`src/rtl/vga_sprite_engine.sv`:
```
// VGA timing generator with an N-sprite overlay compositor.
// Sprite attributes are shadowed at the frame boundary so that updates never tear.
module vga_sprite_engine #(
  parameter int H_SYNC  = 96,
  parameter int H_BP    = 48,
  parameter int H_ACT   = 640,
  parameter int H_FP    = 16,
  parameter int V_SYNC  = 2,
  parameter int V_BP    = 33,
  parameter int V_ACT   = 480,
  parameter int V_FP    = 10,
  parameter int CLK_DIV = 2,
  parameter int N_SPR   = 4,
  parameter int SPR_W   = 5,
  parameter int SPR_H   = 5,
  parameter int CW      = 6,
  parameter logic [3*CW-1:0] BG_RGB = '0
) (
  input  logic                   i_clk,
  input  logic                   i_rst_n,
  input  logic [N_SPR*10-1:0]    i_spr_x,
  input  logic [N_SPR*10-1:0]    i_spr_y,
  input  logic [N_SPR-1:0]       i_spr_en,
  input  logic [N_SPR*3*CW-1:0]  i_spr_rgb,
  output logic                   o_pix_ce,
  output logic                   o_vga_clk,
  output logic                   o_hs,
  output logic                   o_vs,
  output logic                   o_de,
  output logic [9:0]             o_x,
  output logic [9:0]             o_y,
  output logic                   o_frame_start,
  output logic [N_SPR-1:0]       o_hit,
  output logic [CW-1:0]          o_red,
  output logic [CW-1:0]          o_green,
  output logic [CW-1:0]          o_blue
);
  localparam int H_TOT = H_SYNC + H_BP + H_ACT + H_FP;
  localparam int V_TOT = V_SYNC + V_BP + V_ACT + V_FP;
  localparam int DW    = (CLK_DIV > 1) ? $clog2(CLK_DIV) : 1;
  localparam logic [DW-1:0] DIV_LAST = DW'(CLK_DIV - 1);
  localparam logic [DW-1:0] VCLK_HI  = DW'(CLK_DIV / 2);
  localparam logic [11:0] H_SYNC_E = 12'(H_SYNC);
  localparam logic [11:0] H_ACT_B  = 12'(H_SYNC + H_BP);
  localparam logic [11:0] H_ACT_E  = 12'(H_SYNC + H_BP + H_ACT);
  localparam logic [11:0] H_LAST   = 12'(H_TOT - 1);
  localparam logic [11:0] V_SYNC_E = 12'(V_SYNC);
  localparam logic [11:0] V_ACT_B  = 12'(V_SYNC + V_BP);
  localparam logic [11:0] V_ACT_E  = 12'(V_SYNC + V_BP + V_ACT);
  localparam logic [11:0] V_LAST   = 12'(V_TOT - 1);
  localparam logic [9:0]  H_OFS    = 10'(H_SYNC + H_BP);
  localparam logic [9:0]  V_OFS    = 10'(V_SYNC + V_BP);
  localparam logic [10:0] SW       = 11'(SPR_W);
  localparam logic [10:0] SH       = 11'(SPR_H);

  logic [DW-1:0]   r_div;
  logic            r_tog;
  logic [11:0]     r_h, r_v;
  logic [9:0]      r_sx   [N_SPR];
  logic [9:0]      r_sy   [N_SPR];
  logic [3*CW-1:0] r_srgb [N_SPR];
  logic [N_SPR-1:0] r_sen;
  logic            r_hs, r_vs, r_de, r_fs;
  logic [9:0]      r_x, r_y;
  logic [N_SPR-1:0] r_hit;
  logic [3*CW-1:0] r_rgb;

  logic            w_ce, w_h_last, w_v_last, w_hs_raw, w_vs_raw, w_de_raw;
  logic [9:0]      w_ax, w_ay;
  logic [N_SPR-1:0] w_hit;
  logic [3*CW-1:0] w_rgb;

  assign w_ce      = (r_div == DIV_LAST);
  assign o_pix_ce  = w_ce;
  assign o_vga_clk = (CLK_DIV == 1) ? r_tog : (r_div >= VCLK_HI);

  always_ff @(posedge i_clk or negedge i_rst_n) begin
    if (!i_rst_n) begin
      r_div <= '0;
      r_tog <= 1'b0;
    end else begin
      r_tog <= ~r_tog;
      r_div <= w_ce ? '0 : r_div + 1'b1;
    end
  end

  assign w_h_last = (r_h == H_LAST);
  assign w_v_last = (r_v == V_LAST);

  // v_cnt steps only on an h wrap, so the final line is full length.
  always_ff @(posedge i_clk or negedge i_rst_n) begin
    if (!i_rst_n) begin
      r_h <= '0;
      r_v <= '0;
    end else if (w_ce) begin
      if (w_h_last) begin
        r_h <= '0;
        r_v <= w_v_last ? '0 : r_v + 1'b1;
      end else begin
        r_h <= r_h + 1'b1;
      end
    end
  end

  always_ff @(posedge i_clk or negedge i_rst_n) begin
    if (!i_rst_n) begin
      r_sen <= '0;
      for (int k = 0; k < N_SPR; k++) begin
        r_sx[k]   <= '0;
        r_sy[k]   <= '0;
        r_srgb[k] <= '0;
      end
    end else if (w_ce && w_h_last && w_v_last) begin
      r_sen <= i_spr_en;
      for (int k = 0; k < N_SPR; k++) begin
        r_sx[k]   <= i_spr_x[10*k +: 10];
        r_sy[k]   <= i_spr_y[10*k +: 10];
        r_srgb[k] <= i_spr_rgb[3*CW*k +: 3*CW];
      end
    end
  end

  assign w_hs_raw = (r_h < H_SYNC_E);
  assign w_vs_raw = (r_v < V_SYNC_E);
  assign w_de_raw = (r_h >= H_ACT_B) && (r_h < H_ACT_E) &&
                    (r_v >= V_ACT_B) && (r_v < V_ACT_E);
  assign w_ax     = r_h[9:0] - H_OFS;
  assign w_ay     = r_v[9:0] - V_OFS;

  // 11-bit compares so x+SPR_W near 1023 cannot wrap into a false hit.
  always_comb begin
    w_hit = '0;
    for (int k = 0; k < N_SPR; k++) begin
      w_hit[k] = r_sen[k] && w_de_raw &&
                 ({1'b0, r_sx[k]} <= {1'b0, w_ax}) && ({1'b0, w_ax} < {1'b0, r_sx[k]} + SW) &&
                 ({1'b0, r_sy[k]} <= {1'b0, w_ay}) && ({1'b0, w_ay} < {1'b0, r_sy[k]} + SH);
    end
  end

  // Walk from the highest index down so the lowest hitting sprite wins.
  always_comb begin
    w_rgb = w_de_raw ? BG_RGB : '0;
    for (int k = N_SPR - 1; k >= 0; k--) begin
      if (w_hit[k]) w_rgb = r_srgb[k];
    end
  end

  always_ff @(posedge i_clk or negedge i_rst_n) begin
    if (!i_rst_n) begin
      r_hs  <= 1'b1;
      r_vs  <= 1'b1;
      r_de  <= 1'b0;
      r_x   <= '0;
      r_y   <= '0;
      r_fs  <= 1'b0;
      r_hit <= '0;
      r_rgb <= '0;
    end else if (w_ce) begin
      r_hs  <= ~w_hs_raw;
      r_vs  <= ~w_vs_raw;
      r_de  <= w_de_raw;
      r_x   <= w_de_raw ? w_ax : '0;
      r_y   <= w_de_raw ? w_ay : '0;
      r_fs  <= w_de_raw && (w_ax == '0) && (w_ay == '0);
      r_hit <= w_hit;
      r_rgb <= w_rgb;
    end
  end

  assign o_hs          = r_hs;
  assign o_vs          = r_vs;
  assign o_de          = r_de;
  assign o_x           = r_x;
  assign o_y           = r_y;
  assign o_frame_start = r_fs;
  assign o_hit         = r_hit;
  assign o_red         = r_rgb[3*CW-1:2*CW];
  assign o_green       = r_rgb[2*CW-1:CW];
  assign o_blue        = r_rgb[CW-1:0];
endmodule

```
`config.mk`:
```
export PLATFORM = sky130hd
export DESIGN_NAME = vga_sprite_engine
export DESIGN_NICKNAME = d
export VERILOG_FILES = /design/src/rtl/vga_sprite_engine.sv
export SDC_FILE = /design/constraint.sdc
export NUM_CORES = 1
export LEC_CHECK = 0
export CORE_MARGIN = 2
export CORE_UTILIZATION = 50
export CTS_BUF_LIST = sky130_fd_sc_hd__clkbuf_4 sky130_fd_sc_hd__clkbuf_8 sky130_fd_sc_hd__clkbuf_16
export DETAILED_ROUTE_END_ITERATION = 8
export GPL_TIMING_DRIVEN = 0
export PLACE_DENSITY = 0.74
export SKIP_LAST_GASP = 1
export SLEW_MARGIN = 20
export SYNTH_ARGS = -nofsm -noshare
export SYNTH_HDL_FRONTEND = slang
export SYNTH_SLANG_ARGS = --single-unit
export TNS_END_PERCENT = 5
```
`constraint.sdc`:
```
create_clock -name i_clk -period 5.7 [get_ports i_clk]
set_input_delay 0.855 -clock i_clk [delete_from_list [all_inputs] [get_ports i_clk]]
set_output_delay 0.855 -clock i_clk [all_outputs]
set_load 0.03 [all_outputs]
```
-- Word level (Yosys, flattened, before mapping)
Cells that the tools add are included.
- add/sub/neg operators: 13
- $lt $le $gt $ge: 23
- equality and inequality tests: 2
- multiplexer cells: 9
- bitwise logic cells: 2
- reductions and logical operators: 30
- operator list (operator ; count):
    10-bit by 3-bit adder with 11-bit output, second input constant ; 8
    10-bit by 11-bit < comparator with 1-bit output ; 8
    10-bit less-or-equal comparator ; 8
    18-bit 2-to-1 mux ; 4
    1-bit logical AND ; 27
    12-bit by 1-bit adder with 12-bit output, second input constant ; 2
    12-bit by 10-bit == test with 1-bit output, second input constant ; 2
    12-bit by 10-bit < comparator with 1-bit output, second input constant ; 2
    12-bit 2-to-1 mux ; 2
    10-bit zero test ; 2
    10-bit 2-to-1 mux ; 2
    12-bit by 6-bit >= comparator with 1-bit output, second input constant ; 1
    12-bit by 8-bit >= comparator with 1-bit output, second input constant ; 1
    12-bit by 2-bit < comparator with 1-bit output, second input constant ; 1
    12-bit by 7-bit < comparator with 1-bit output, second input constant ; 1
    10-bit by 6-bit subtractor with 10-bit output, second input constant ; 1
    10-bit by 8-bit subtractor with 10-bit output, second input constant ; 1
    1-bit inverter ; 2
    2-bit AND reduction ; 1
    1-bit adder, second input constant ; 1
    1-bit >= comparator, second input constant ; 1
    1-bit 2-to-1 mux ; 1
- register bits after elaboration: 227
- bits of input ports: 158
- output and inout port bits: 48
- logic and storage cells: 103

-- Longest topological paths before layout
- depth in word-level cells: 13
- depth in mapped cells: 16
- depth with buffers taken out: 14

-- Worst setup path before layout
Ideal clock, no wire load.
- path type: reg-to-reg
- start point: register r_h[4]
- end point: register r_rgb[15]
- arrival: 3813 ps
- path slack: 1756 ps
- cell stages (with the launch flop): 15
- path buffers: 1
- clock period less this slack: 3944 ps
- cell sequence: dfrtp_1 inv_1 ha_1 xor2_1 ha_1 a21oi_1 o21ai_0 a221o_1 maj3_2 maj3_2 a2111oi_4 buf_2 a2111oi_0 o211ai_2 o211ai_2
- longest elaborated chain between the ends: 13
- ends and longest elaborated chain (item ; line ; text):
    from (decl) ; 58 ; logic [11:0] r_h, r_v;
    from (signal assigned) ; 100 ; r_h <= r_h + 1'b1;
    parallel branches: the longest is 12 deep, another holds 10-bit by 8-bit subtractor with 10-bit output ; -- ;
    18-bit 2-to-1 mux (*) ; 144 ; if (w_hit[k]) w_rgb = r_srgb[k];
    to (signal assigned) ; 166 ; r_rgb <= w_rgb;
    to (decl) ; 66 ; logic [3*CW-1:0] r_rgb;
Every way passes the cells marked *.
A chain may end at the register's enable or synchronous reset.

-- Worst setup path in the final report
- start point: register r_v[0]
- end point: register r_rgb[6]
- longest elaborated chain between the ends: 12
- ends and longest elaborated chain (item ; line ; text):
    from (decl) ; 58 ;
    from (signal assigned) ; 98 ; r_v <= w_v_last ? '0 : r_v + 1'b1;
    parallel branches: the longest is 11 deep, another holds 10-bit by 6-bit subtractor with 10-bit output ; -- ;
    18-bit 2-to-1 mux (*) ; 144 ;
Marks and branches as above.

==> impl_metrics.yaml <==
sta:
  shortest_period_the_worst_path_allows_ns: 5.46
  worst_slack_ns: 0.236
  slew_headroom_pct: 29.3
  setup_violators_final: 0
  max_clock_freq_mhz: 183
  timing.final.crit_share_pct: 95.9
  grt_setup_unrepaired: "no"
  tightest_slew_ns: 1.06
  worst_clock_skew_ns: 0.0124
  timing_hold_violations_final: 0
  maxSlewViolCount: 0
routing:
  drt-wirelength-per-cell_um: 20.7
  detail-route-antenna-nets: 0
  vias: 12500
  wl_um: 43700
  detailedRoute.firstIterationViolations: 1104
  route.detailed.drc: 0
  drt_pass1_iterations: 5
  via_per_inst: 5.88
cts:
  clock_tree.htree_level_count: 1
  cts_tree: "built"
  cts.root.buffer_cell: "clkbuf_16"
  numCtsBuffers: 26
  insertion_delay_ns: 0.54
  post_cts_buffers: 0
  clock_transition_at_the_registers_of_the_reported_paths_ns: 0.06
  clock-sinks: 227
  clockBufferDepth: 3
global_routing:
  vias_in_the_first_global_route: 12600
  grt_overflow: 0
  grt_usage_pct: 28.4
  grt_start_max_net_pins: 97
  antenna_found_initial: 2
  wire_length_of_the_first_global_routing_pass_um: 69200
placement:
  place.port_buffers: 205
  dpl_worst_slack_ns: 0.145
  routabilityCongestion: 0.918
  post-dp-hpwl_um: 32400
floorplan:
  die_area_um2: 31000
  die_height_um: 176
  floorplan_core_area_um2: 29400
  placement_rows: 63
  floorplan.initialDensity_pct: 50.4
  die_width_um: 176
  floorplan.io_pins: 206
yosys:
  synth_sequential_area_ratio_pct: 38.4
  yosys.area.top_type_share_pct: 38.0
  synth.cell_area_um2: 14800
  synth_ff_type: "dfrtp_1"
  yosysWarningCount: 0
  synth.largest_area_cell: "dfrtp_1"
  synthTopCellsByArea: "dfrtp_1 38%, ha_1 13%, mux2_2 8.4%"
  number_of_flops_mapped_to_enable_cells_by_yosys: 0
  synth_area_per_cell_um2: 10.0
  syn_nets: 1784
  synthesis.instances: 1478
  synth_async_sr_flop_share_pct: 100
  post_synth_num_cell_types: 85
  synth.ff_latch_count: 227
power_and_ir_drop:
  fin_total_pwr_uw: 3490
  seq_power_share_pct: 46.2
  power.static_leakage_uw: 0.00857
  total_switching_power_uw: 723
  p_sw_share_pct: 20.7
  irDropWorstVdd_uv: 233
  clockPowerShare_pct: 49.5
  power_density_nw_per_um2: 191
  internal_power_uw: 2770
  power.combinational.fraction_pct: 4.3
final_layout:
  final_common_cell: "dfrtp_1"
  most-common-layout-cells: "225 x dfrtp_1, 204 x clkdlybuf4s50_1, 148 x ha_1, 134 x nand2_1, 111 x mux2_2"
  antennaDiodeCount: 0
  design.final.nets: 2019
  syn2layout_area_growth_pct: 23.6
  layout-drive-gt1-share_pct: 13.0
flow_run:
  drv.max_cap_violation_count: 0
worst_setup_path:
  worstPathBufferInverterCount: 3
  timing.setup.critical_path_class: "flip-flop to flip-flop"
  cpPeakStageDelay_ns: 0.79
  critical_path.top_delay_family: "compound AO/OA/AOI/OAI gates"
  cp_data_arrival_time_ns: 5.87
  critical_path.endpoint_type: "flip-flop"
  timing.critical_path.cells: "ha_1, clkbuf_4, o41ai_4, xor2_1, inv_1, ha_1, a21o_1, maj3_1, nand2_1, a21boi_1, a2111oi_4, buf_4, a2111oi_0, o211ai_1, o211ai_1"
  crit_slowest_cell: "a2111oi_4"
  timing.critical_path.from_type: "flip-flop"
  path_max_fanout: 12
  worstPathRequired_ns: 6.10
outcome:
  result_of_the_run: "finished clean"
hold_path:
  min-delay-path-class: "input port to asynchronous set/reset pin"
## area by class of cell
class                      count  area [um2]
fill                        2421       11100
multi-input combinational   1087        8450
sequential                   227        5680
timing repair buffer         207        2110
clock buffer                  35         756
tap                          390         488
inverter                      94         355
buffer                        70         323
clock inverter                 8         126
## registers in the layout, indices dropped and copies added (netlist names)
register / count
r_srgb: 72
r_rgb: 18
r_sy: 40
o_x: 10
o_y: 10
r_sx: 40
o_de: 1
o_hit: 4
o_frame_start: 1
o_pix_ce: 1
o_vs: 1
r_v: 12
r_h: 12
r_sen: 4
o_hs: 1
## stage by stage
stage	setup TNS, ns	instance area [um2]	std cells	util (%)	hold slack [ns]
2_1_floorplan	0	14800	1478	-	0.462
3_3_place_gp	-1338.39	17300	2073	59.0	0.466
3_5_place_dp	0	17400	2075	59.2	0.473
4_1_cts	0	18300	2118	62.2	0.250
5_1_grt	0	18300	2118	62.2	0.283
6_report	0	18300	2118	62.2	0.236
## synth_stat cells (26+ instances only)
library cell / number
dfrtp_1: 225
ha_1: 148
nand2_1: 134
mux2_2: 111
o21ai_0: 95
inv_1: 87
nor2_1: 60
xor2_1: 56
a21oi_1: 50
clkbuf_1: 44
xnor2_1: 41
nor2b_1: 32
nand3_1: 26
## kinds of logic (layout without fill, tap and decap cells)
kind of cell               after synthesis  in the layout  share of synthesized area, %
muxes                                  114            114                          8.64
xor gates and xnor gates               101            101                          6.30
and+or+nand+nor                        373            373                          12.5
AOI/OAI and AO/OA                      343            343                          16.6
DFF                                    227            227                          38.4
buffers and inverters                  164            414                          4.58
adders and majority gates              156            156                          13.1
## timing repair
item,CTS,global route
setup endpoints to repair,0,12
hold buffers,0,0
gates resized for setup,0,1
## power by group through the flow
stage               clock network, uW  logic, uW  registers, uW
detailed placement                  0        151           1640
floorplan                           0       1.00           1640
CTS                              1760        152           1610
finish                           1730        149           1610
global route                     1820        162           1610
global placement                    0        146           1640
## path summary, 6_finish.rpt
path | slack (ns) | to | cells past startpoint | from
min | 0.24 | r_sy[28]$_DFFE_PN0P_ | 1 | i_rst_n
max | 0.24 | r_rgb[6]$_DFFE_PN0P_ | 15 | r_v[0]$_DFFE_PN0P_
min reg2reg | 0.49 | o_y[5]$_DFFE_PN0P_ | 1 | o_y[5]$_DFFE_PN0P_
min in group i_clk | 0.49 | o_y[5]$_DFFE_PN0P_ | 1 | o_y[5]$_DFFE_PN0P_
max in group asynchronous | 4.22 | r_srgb[21]$_DFFE_PN0P_ | 3 | i_rst_n
max reg2reg | 0.24 | r_rgb[6]$_DFFE_PN0P_ | 15 | r_v[0]$_DFFE_PN0P_
## routing by layer
metal	up-vias	global-route usage, %	share of wire [%]
met4	4	9.54	3.1
met3	85	6.65	8.3
li1	5819	-	-
met1	6058	37.6	42
met5	-	0	0.069
met2	484	45.9	46
## worst register-to-register path: cells and delay by family, from the launching register on
kind	cells	cell delay [ns]
buffers and inverters	3	0.83
XOR/XNOR	1	0.77
AO/OA/AOI/OAI	7	2.09
flip-flops	1	0.60
AND/OR/NAND/NOR	1	0.08
adder cells (fa/ha/maj)	3	0.96
(Power assumes the default switching activity.)
